<file path="src/rtl/hazard_ctrl.sv">
// rtl/hazard_ctrl.sv - pipeline hazard controller: branch flush, multiply interlock, load-use stall, operand forwarding
module hazard_ctrl #(
  parameter int unsigned MUL_LAT    = 3,
  parameter int unsigned BR_PENALTY = 2,
  parameter int unsigned FWD_EN     = 1
) (
  input  logic        clk_i,
  input  logic        rst_i,
  input  logic [31:0] ir1_i,
  input  logic [31:0] ir2_i,
  input  logic [31:0] ir3_i,
  input  logic [31:0] ir4_i,
  output logic        stall_pc_o,
  output logic        stall_ifid_o,
  output logic        stall_idex_o,
  output logic        flush_ifid_o,
  output logic        bubble_idex_o,
  output logic [1:0]  fwd_a_o,
  output logic [1:0]  fwd_b_o,
  output logic        busy_o
);

  localparam logic [3:0] OP_LW    = 4'd0;
  localparam logic [3:0] OP_SW    = 4'd1;
  localparam logic [3:0] OP_LI    = 4'd2;
  localparam logic [3:0] OP_ADDU  = 4'd3;
  localparam logic [3:0] OP_ADDIU = 4'd4;
  localparam logic [3:0] OP_SLL   = 4'd5;
  localparam logic [3:0] OP_MUL   = 4'd6;
  localparam logic [3:0] OP_BGE   = 4'd7;
  localparam logic [3:0] OP_J     = 4'd8;
  localparam logic [3:0] OP_MULI  = 4'd9;

  localparam logic       FWD         = (FWD_EN != 0);
  localparam logic       MUL_STALLS  = (MUL_LAT > 1);
  localparam logic       BR_MULTI    = (BR_PENALTY > 1);
  localparam logic [3:0] MUL_CNT_INIT = 4'(MUL_LAT - 2);
  localparam logic [3:0] BR_CNT_INIT  = 4'(BR_PENALTY - 1);

  typedef enum logic [1:0] {
    RUN      = 2'd0,
    MUL_BUSY = 2'd1,
    BR_WAIT  = 2'd2
  } state_t;

  state_t     state;
  state_t     state_next;
  logic [3:0] cnt;
  logic [3:0] cnt_next;

  // Opcode writes its rd field.
  function automatic logic writes_rd(input logic [3:0] op);
    case (op)
      OP_LW, OP_LI, OP_ADDU, OP_ADDIU, OP_SLL, OP_MUL, OP_MULI: writes_rd = 1'b1;
      default:                                                  writes_rd = 1'b0;
    endcase
  endfunction

  // Operand A source as {valid, register}; register 0 is never a valid source.
  function automatic logic [5:0] src_a_of(input logic [3:0] op, input logic [4:0] rd,
                                          input logic [4:0] rs);
    logic [4:0] r;
    r = 5'd0;
    case (op)
      OP_LW, OP_ADDU, OP_ADDIU, OP_SLL, OP_MUL, OP_MULI: r = rs;
      OP_SW, OP_BGE:                                     r = rd;
      default:                                           r = 5'd0;
    endcase
    src_a_of = {(r != 5'd0), r};
  endfunction

  // Operand B source as {valid, register}.
  function automatic logic [5:0] src_b_of(input logic [3:0] op, input logic [4:0] rs,
                                          input logic [4:0] rt);
    logic [4:0] r;
    r = 5'd0;
    case (op)
      OP_SW, OP_BGE:   r = rs;
      OP_ADDU, OP_MUL: r = rt;
      default:         r = 5'd0;
    endcase
    src_b_of = {(r != 5'd0), r};
  endfunction

  function automatic logic src_hits(input logic [5:0] src, input logic wr, input logic [4:0] rd);
    src_hits = src[5] && wr && (src[4:0] == rd);
  endfunction

  // Nearest producer wins: EX/MEM before MEM/WB.
  function automatic logic [1:0] fwd_sel(input logic [5:0] src,
                                         input logic ex_ok, input logic [4:0] ex_rd,
                                         input logic wb_ok, input logic [4:0] wb_rd);
    if (src_hits(src, ex_ok, ex_rd))      fwd_sel = 2'b01;
    else if (src_hits(src, wb_ok, wb_rd)) fwd_sel = 2'b10;
    else                                  fwd_sel = 2'b00;
  endfunction

  logic [3:0] op1, op2, op3, op4;
  logic [4:0] rd1, rd2, rd3, rd4;
  logic [4:0] rs1, rs2, rt1, rt2;
  logic       wr2, wr3, wr4;
  logic [5:0] a1, b1, a2, b2;
  logic       dep_ir2, dep_ir3;
  logic       is_branch, is_mul, load_use;
  logic       ex_fwd_ok;
  logic       unused_bits;

  assign op1 = ir1_i[31:28];
  assign op2 = ir2_i[31:28];
  assign op3 = ir3_i[31:28];
  assign op4 = ir4_i[31:28];
  assign rd1 = ir1_i[27:23];
  assign rd2 = ir2_i[27:23];
  assign rd3 = ir3_i[27:23];
  assign rd4 = ir4_i[27:23];
  assign rs1 = ir1_i[22:18];
  assign rs2 = ir2_i[22:18];
  assign rt1 = ir1_i[17:13];
  assign rt2 = ir2_i[17:13];

  assign unused_bits = ^{ir1_i[12:0], ir2_i[12:0], ir3_i[22:0], ir4_i[22:0]};

  // A writer to r0 produces nothing anyone can depend on.
  assign wr2 = writes_rd(op2) && (rd2 != 5'd0);
  assign wr3 = writes_rd(op3) && (rd3 != 5'd0);
  assign wr4 = writes_rd(op4) && (rd4 != 5'd0);

  assign a1 = src_a_of(op1, rd1, rs1);
  assign b1 = src_b_of(op1, rs1, rt1);
  assign a2 = src_a_of(op2, rd2, rs2);
  assign b2 = src_b_of(op2, rs2, rt2);

  assign dep_ir2 = src_hits(a1, wr2, rd2) || src_hits(b1, wr2, rd2);
  assign dep_ir3 = src_hits(a1, wr3, rd3) || src_hits(b1, wr3, rd3);

  assign is_branch = (op2 == OP_BGE) || (op2 == OP_J);
  assign is_mul    = (op2 == OP_MUL) || (op2 == OP_MULI);

  // Load data is not available from EX/MEM; without forwarding any in-flight producer blocks ID.
  assign load_use = ((op2 == OP_LW) && dep_ir2) ||
                    (!FWD && (dep_ir2 || dep_ir3));

  // A load in EX/MEM has no result yet, so it can only be forwarded once it reaches MEM/WB.
  assign ex_fwd_ok = wr3 && (op3 != OP_LW);

  logic stall_pc, stall_ifid, stall_idex, flush_ifid, bubble_idex;

  // State and counter register; reset always returns to RUN with an idle counter.
  always_ff @(posedge clk_i) begin
    if (rst_i) begin
      state <= RUN;
      cnt   <= 4'd0;
    end else begin
      state <= state_next;
      cnt   <= cnt_next;
    end
  end

  // Next-state and control outputs, in priority order: multiply wait, branch, multiply start, load-use.
  always_comb begin
    state_next  = state;
    cnt_next    = cnt;
    stall_pc    = 1'b0;
    stall_ifid  = 1'b0;
    stall_idex  = 1'b0;
    flush_ifid  = 1'b0;
    bubble_idex = 1'b0;
    case (state)
      MUL_BUSY: begin
        if (cnt != 4'd0) begin
          stall_pc   = 1'b1;
          stall_ifid = 1'b1;
          stall_idex = 1'b1;
          cnt_next   = cnt - 4'd1;
        end else begin
          state_next = RUN;
        end
      end
      BR_WAIT: begin
        stall_pc   = 1'b1;
        flush_ifid = 1'b1;
        cnt_next   = cnt - 4'd1;
        if (cnt <= 4'd1) begin
          state_next = RUN;
          cnt_next   = 4'd0;
        end
      end
      default: begin
        if (is_branch) begin
          stall_pc   = 1'b1;
          flush_ifid = 1'b1;
          if (BR_MULTI) begin
            state_next = BR_WAIT;
            cnt_next   = BR_CNT_INIT;
          end
        end else if (is_mul && MUL_STALLS) begin
          stall_pc   = 1'b1;
          stall_ifid = 1'b1;
          stall_idex = 1'b1;
          state_next = MUL_BUSY;
          cnt_next   = MUL_CNT_INIT;
        end else if (load_use) begin
          stall_pc    = 1'b1;
          stall_ifid  = 1'b1;
          bubble_idex = 1'b1;
        end
      end
    endcase
  end

  assign stall_pc_o    = stall_pc    & ~rst_i;
  assign stall_ifid_o  = stall_ifid  & ~rst_i;
  assign stall_idex_o  = stall_idex  & ~rst_i;
  assign flush_ifid_o  = flush_ifid  & ~rst_i;
  assign bubble_idex_o = bubble_idex & ~rst_i;
  assign busy_o        = (state != RUN) & ~rst_i;

  assign fwd_a_o = (FWD && !rst_i) ? fwd_sel(a2, ex_fwd_ok, rd3, wr4, rd4) : 2'b00;
  assign fwd_b_o = (FWD && !rst_i) ? fwd_sel(b2, ex_fwd_ok, rd3, wr4, rd4) : 2'b00;

endmodule

</file>
<file path="config.mk">
export PLATFORM = sky130hd
export DESIGN_NAME = hazard_ctrl
export DESIGN_NICKNAME = d
export VERILOG_FILES = /design/src/rtl/hazard_ctrl.sv
export SDC_FILE = /design/constraint.sdc
export NUM_CORES = 1
export LEC_CHECK = 0
export CORE_ASPECT_RATIO = 1.25
export CORE_UTILIZATION = 39
export DETAILED_ROUTE_END_ITERATION = 10
export GPL_TIMING_DRIVEN = 0
export PLACE_DENSITY_LB_ADDON = 0.12
export SLEW_MARGIN = 20
export SYNTH_ARGS = -nofsm -noshare
export SYNTH_HDL_FRONTEND = slang
export SYNTH_SLANG_ARGS = --single-unit
</file>
<file path="constraint.sdc">
create_clock -name clk_i -period 3.1 [get_ports clk_i]
set_clock_uncertainty 0.05 [all_clocks]
set_input_delay 0.465 -clock clk_i [delete_from_list [all_inputs] [get_ports clk_i]]
set_output_delay 0.465 -clock clk_i [all_outputs]
set_load 0.01 [all_outputs]
</file>
==> results.toml, run 1 <==
[clock_tree]
cts_root_buf = "clkbuf_8"
cts_max_level = 1
path_clk_slew_ns = 0.04
cts_buffers = 3
cts.path.max_buffers = 2
cts_tree = "yes"
clock-sinks = 6
clk_latency_ns = 0.22

[global_routing]
grt_overflow_total = 0
antenna_found_initial = 0
grtUsageMet3_pct = 4.03
grt_pass1_vias = 2749
grt_usage_pct = 23.6
grt_pass1_wl_um = 12100
grt_use_met2_pct = 45.2
grt_busiest_layer = "met2"
grt_use_met1_pct = 26.5
grt_max_degree = 11

[floorplanning]
coreArea_sq_um = 5740
initial_core_util_pct = 40.2
fp.dieH_um = 88.0
die_area_sq_um = 6240
num_rows = 31
die_w_um = 70.8
boundaryPins = 140

[outcome]
status = "complete, but fails checks"
violations = "DRC, setup timing"

[drt]
dr.pass1.iters = 9
num_vias = 2953
avgViaCountPerCell = 5.87
drcViolationCount = 1
drt_iter0_markers = 138
routed_wl_um = 7820
routedWlPerCell_um = 15.5
ant_nets = 0

[place]
hpwl_um = 5740
io_buffers = 64
pre_cts_ws_ns = -1.05
gp_congestion = 0.919

[worst_setup_path]
cp-startpoint = "ir1_i[23]"
worst-path-max-fanout = 3
critPathSlowestCell = "clkdlybuf4s50_1"
cpPeakStageDelay_ns = 0.47
required_ns = 2.58
startpoint_type = "input port"
crit_path_cell_trace = "clkdlybuf4s50_1, a222oi_1, nor3_1, a211o_1, nor3_2, nand3_2, a2111oi_4, buf_2"
rr_startpoint = "state[0]"
critPathKind = "input port to primary output"
critPathArrivalTime_ns = 2.61
crit_path_end_kind = "primary output"

[logic_synthesis]
syn-cell-area_sq_um = 2310
syn_nets = 476
ys_warn_count = 0
netlist.area_leader.share_pct = 6.07
synth_seq_cells = 6
yosysSeqAreaShare_pct = 5.20
ys.flop_type = "dfxtp_1"
ys_async_sr_fraction_pct = 0
synth_most_common_cell = "nor2_1"
synth_edf_count = 0
synthTopCellsByArea = "o21ai_0, xor2_1, dfxtp_1"
syn_inst = 340
yosys.area.top_type = "o21ai_0"
syn_avg_cell_area_sq_um = 6.79
yosys.cell_types.count = 62
synth_common_cells = "nor2_1, o21ai_0, nand2_1"

[final_layout]
nets = 575
syn2layout_area_growth_pct = 53.7
insertedDiodeCount = 0
nFillCells = 523
drive_gt1_share_pct = 28.1

[sta]
slew_violations = 0
fmax_ghz = 0.320
worst_slew_pin_slew_ns = 0.532
hold_ws_ns = 0.424
setup_viol = 1
final_hold_viol_count = 0
rsz0062_at_grt = "yes"
layout_min_cycle_time_ns = 3.12
finalCritPeriodShare_pct = 101
slew_headroom_pct = 64.6
setup_ws_ns = -0.0205

[hold_path]
hp-class = "register to register"
min_from = "state[1]"

[power_and_ir_drop]
powerDensity_nw_per_um2 = 221
vdd_ir_drop_max_v = 0.000174
p_leak_nw = 1.58

[job]
max_cap_viol_count = 0
[cells by family after synthesis]
kind of cell | after synthesis | share of synthesized area (%)
adders and majority gates | 6 | 3.25
muxes | 18 | 8.56
AOI/OAI and AO/OA | 101 | 30.0
DFF | 6 | 5.20
xor gates and xnor gates | 25 | 9.48
buffers and inverters | 41 | 8.50
and+or+nand+nor | 143 | 35.0
[per-stage QoR]
step                      total power [mW]  instance area [sq um]  utilization [%]  std cells  setup TNS [ns]
final                                0.784                   3550             61.9        503         -0.0205
after global routing                 0.853                   3550             61.9        503          -0.162
after CTS                            0.762                   3390             59.1        496         -0.0591
after detailed placement             0.587                   3030             52.8        470           -6.60
after global placement               0.583                   3030             52.8        470           -6.53
after floorplan                      0.409                   2310                -        340               0
[layout make-up]
cell class | count | area, sq um | area share (%)
clock buffer | 3 | 41.3 | 1.16
sequential | 6 | 120 | 3.38
multi-input combinational | 293 | 2210 | 62.4
timing repair buffer | 94 | 843 | 23.7
inverter | 17 | 63.8 | 1.80
buffer | 24 | 185 | 5.21
tap | 66 | 82.6 | 2.33
[what timing repair did]
action / CTS / global route
gates cloned: 1 / 0
gates resized for setup: 126 / 50
hold buffers: 0 / 0
endpoints found under the setup margin: 9 / 9
pin swaps: 29 / 25
buffers inserted: 22 / 7
[worst paths after layout]
path | end | slack (ns) | depth (start not counted)
worst min register to register | state[1] | 0.42 | 2
worst min-delay path | state[1] | 0.42 | 2
worst max register to register | state[1] | 1.00 | 8
worst max-delay path | bubble_idex_o | -0.02 | 8
[state kept, by name, summed over array words and instances (netlist names)]
register and count:
cnt 4, state 2
[critical path, delay by kind of cell]
| family | cells | cell delay (ns) |
|---|---|---|
| buf+inv | 2 | 0.65 |
| simple gates | 3 | 0.48 |
| compound gates | 3 | 1.01 |
[layer usage]
layer / up-vias / wire length [um]
li1: 1478 / -
met1: 1364 / 3210
met2: 97 / 4120
met3: 14 / 343
met4: 0 / 147
met5: - / 0
[power breakdown]
part	total [mW]	internal (mW)	switching [mW]
clock network	0.119	0.0836	0.0353
registers	0.0968	0.0877	0.00913
logic	0.569	0.273	0.295
[layout by cell type, fill, tap and decap left out, types with 7 or more instances in the layout]
master | Yosys | layout
xor2_1 | 16 | 16
buf_4 | 4 | 36
dlymetal6s2s_1 | 0 | 14
buf_6 | 2 | 9
nand2_1 | 25 | 24
buf_2 | 10 | 10
dlygate4sd2_1 | 0 | 9
nor3_1 | 13 | 10
nand2b_1 | 9 | 9
o21ai_0 | 28 | 26
inv_1 | 17 | 14
clkdlybuf4s50_1 | 0 | 22
nand3_1 | 16 | 14
a22o_1 | 7 | 7
xnor2_1 | 9 | 8
mux2i_1 | 10 | 10
nor2_1 | 31 | 26
nand4b_1 | 8 | 8
a21oi_1 | 15 | 14
Note: power is estimated with default switching activity, not from simulation.
==> inputs of run 2 (changes only) <==
- CTS_CLUSTER_DIAMETER: not set -> 50
==> results of run 2 <==
No change in the layout: final DEF, timing and power equal those of run 1.
==> inputs of run 3 (changes only) <==
- SETUP_SLACK_MARGIN: not set -> 0.05
- SLEW_MARGIN: 20 -> not set
==> run 3 against run 2 <==
- first-iteration DRC count decreased by 17%
- final cell count stayed put
- highest routed layer unchanged
- the run still ends with DRC, setup timing left
- largest power group unchanged
- largest cell class unchanged
- via count up 0.64%
==> results.toml, run 3 (same netlist as run 1, synthesis figures left out) <==
[drt]
dr.pass1.iters = 10
routedWlPerCell_um = 15.5
drcViolationCount = 1
ant_nets = 0
num_vias = 2972
avgViaCountPerCell = 5.91
routed_wl_um = 7780
drt_iter0_markers = 114

[sta]
fmax_ghz = 0.321
slew_headroom_pct = 64.2
final.setup.tns_ns = -0.0165
final_hold_viol_count = 0
rsz0062_at_grt = "yes"
setup_viol = 1
finalCritPeriodShare_pct = 101
slew_violations = 0
setup_ws_ns = -0.0165
layout_min_cycle_time_ns = 3.12
worst_slew_pin_slew_ns = 0.537
hold_ws_ns = 0.425

[global_routing]
antenna_found_initial = 0
grt_pass1_vias = 2799
grt_usage_pct = 24.2
grt_max_degree = 11
grt_pass1_wl_um = 12400
grt_overflow_total = 0

[outcome]
status = "complete, but fails checks"
violations = "DRC, setup timing"

[power_and_ir_drop]
vdd_ir_drop_max_v = 0.000174
p_leak_nw = 1.58
powerDensity_nw_per_um2 = 220

[worst_setup_path]
critPathKind = "input port to primary output"
rr_startpoint = "state[0]"
r2r_cells = 8
worst-path-max-fanout = 6
required_ns = 2.58
critPathArrivalTime_ns = 2.60
crit_path_end_kind = "primary output"
startpoint_type = "input port"
critPathSlowestCell = "a2111oi_4"
cp-startpoint = "ir1_i[30]"
crit_path_cell_trace = "buf_8, buf_6, buf_8, mux2i_1, o211ai_1, buf_4, nor2_1, a311oi_1, nand4_1, buf_4, a2111oi_4, buf_2"
cpPeakStageDelay_ns = 0.32

[floorplanning]
initial_core_util_pct = 40.2
num_rows = 31
coreArea_sq_um = 5740
die_area_sq_um = 6240
fp.dieH_um = 88.0
boundaryPins = 140
die_w_um = 70.8

[final_layout]
layout_commonest_cell = "buf_4"
layout_common_cells = "buf_4, nor2_1, o21ai_0"
nets = 575
regArea_sq_um = 120
insertedDiodeCount = 0
regMostFlops = "cnt"
syn2layout_area_growth_pct = 55.9
nFillCells = 508
reg_top3 = "cnt: 4 flops, state: 2 flops"
drive_gt1_share_pct = 27.7
final_util_pct = 62.7
largest_reg_flops = 4
multi_input_area_sq_um = 2230

[hold_path]
min_path_cells = 2
min_from = "state[1]"
hp-class = "register to register"

[place]
gp_congestion = 0.919
hpwl_um = 5740
io_buffers = 64

[clock_tree]
cts.path.max_buffers = 2
path_clk_slew_ns = 0.04
ctsHoldBuffers = 0
clock-sinks = 6
cts_max_level = 1
cts_tree = "yes"
cts_root_buf = "clkbuf_8"
clk_latency_ns = 0.22
cts_buffers = 3

[job]
max_cap_viol_count = 0
## run 3: changes by cell type in the layout (fill, tap and decap cells not counted), sizes merged
cell / before / now
dlygate4sd2: 9 / 18
clkdlybuf4s50: 22 / 18
buf: 57 / 59
clkdlybuf4s15: 2 / 4
clkbuf: 17 / 11
dlymetal6s2s: 14 / 11
## run 3: stage by stage
stage | cells | total power [mW] | worst slack (ns) | instance area, sq um
floorplan | 340 | 0.409 | 0.204 | 2310
global placement | 470 | 0.583 | -1.04 | 3030
detailed placement | 470 | 0.587 | -1.05 | 3030
CTS | 499 | 0.771 | -0.00172 | 3460
global route | 503 | 0.860 | -0.0936 | 3600
finish | 503 | 0.792 | -0.0165 | 3600
## run 3: final cells by class
cell class	instances	share of cell area, %
plain buffers	23	4.90
clock buffers	3	1.15
inverters	17	1.77
multi-input cells	293	62.0
flip-flops and latches	6	3.34
well taps	66	2.29
repair buffers	95	24.5
## run 3: final timing paths
check	slack, ns	endpoint
setup / recovery	-0.02	bubble_idex_o
hold / removal	0.42	state[1]
setup reg to reg	0.98	state[1]
hold reg to reg	0.42	state[1]
## run 3: layer usage
metal / track usage [%] / wire (um) / vias to the layer above
met2: 45.6 / 3990 / 101
met1: 26.8 / 3220 / 1376
met4: 9.82 / 240 / 0
met5: 0 / 0 / -
li1: - / - / 1474
met3: 4.26 / 329 / 21
## run 3: what timing repair did
| action | CTS | global route |
|---|---|---|
| setup endpoints to repair | 9 | 9 |
| gates cloned | 1 | 0 |
| buffers inserted | 26 | 5 |
| gates resized for setup | 148 | 36 |
| pin swaps | 40 | 20 |
## run 3: critical path: cells and delay by family
family,cells,cell delay [ns]
AOI/OAI and AO/OA,3,0.89
buffers and inverters,6,0.88
and+or+nand+nor,2,0.25
muxes,1,0.11
## run 3: report_power, final
part	total [mW]	switching, mW	internal, mW
sequential	0.0968	0.00915	0.0877
combinational	0.576	0.298	0.278
clock	0.119	0.0352	0.0835
total	0.792	0.342	0.449
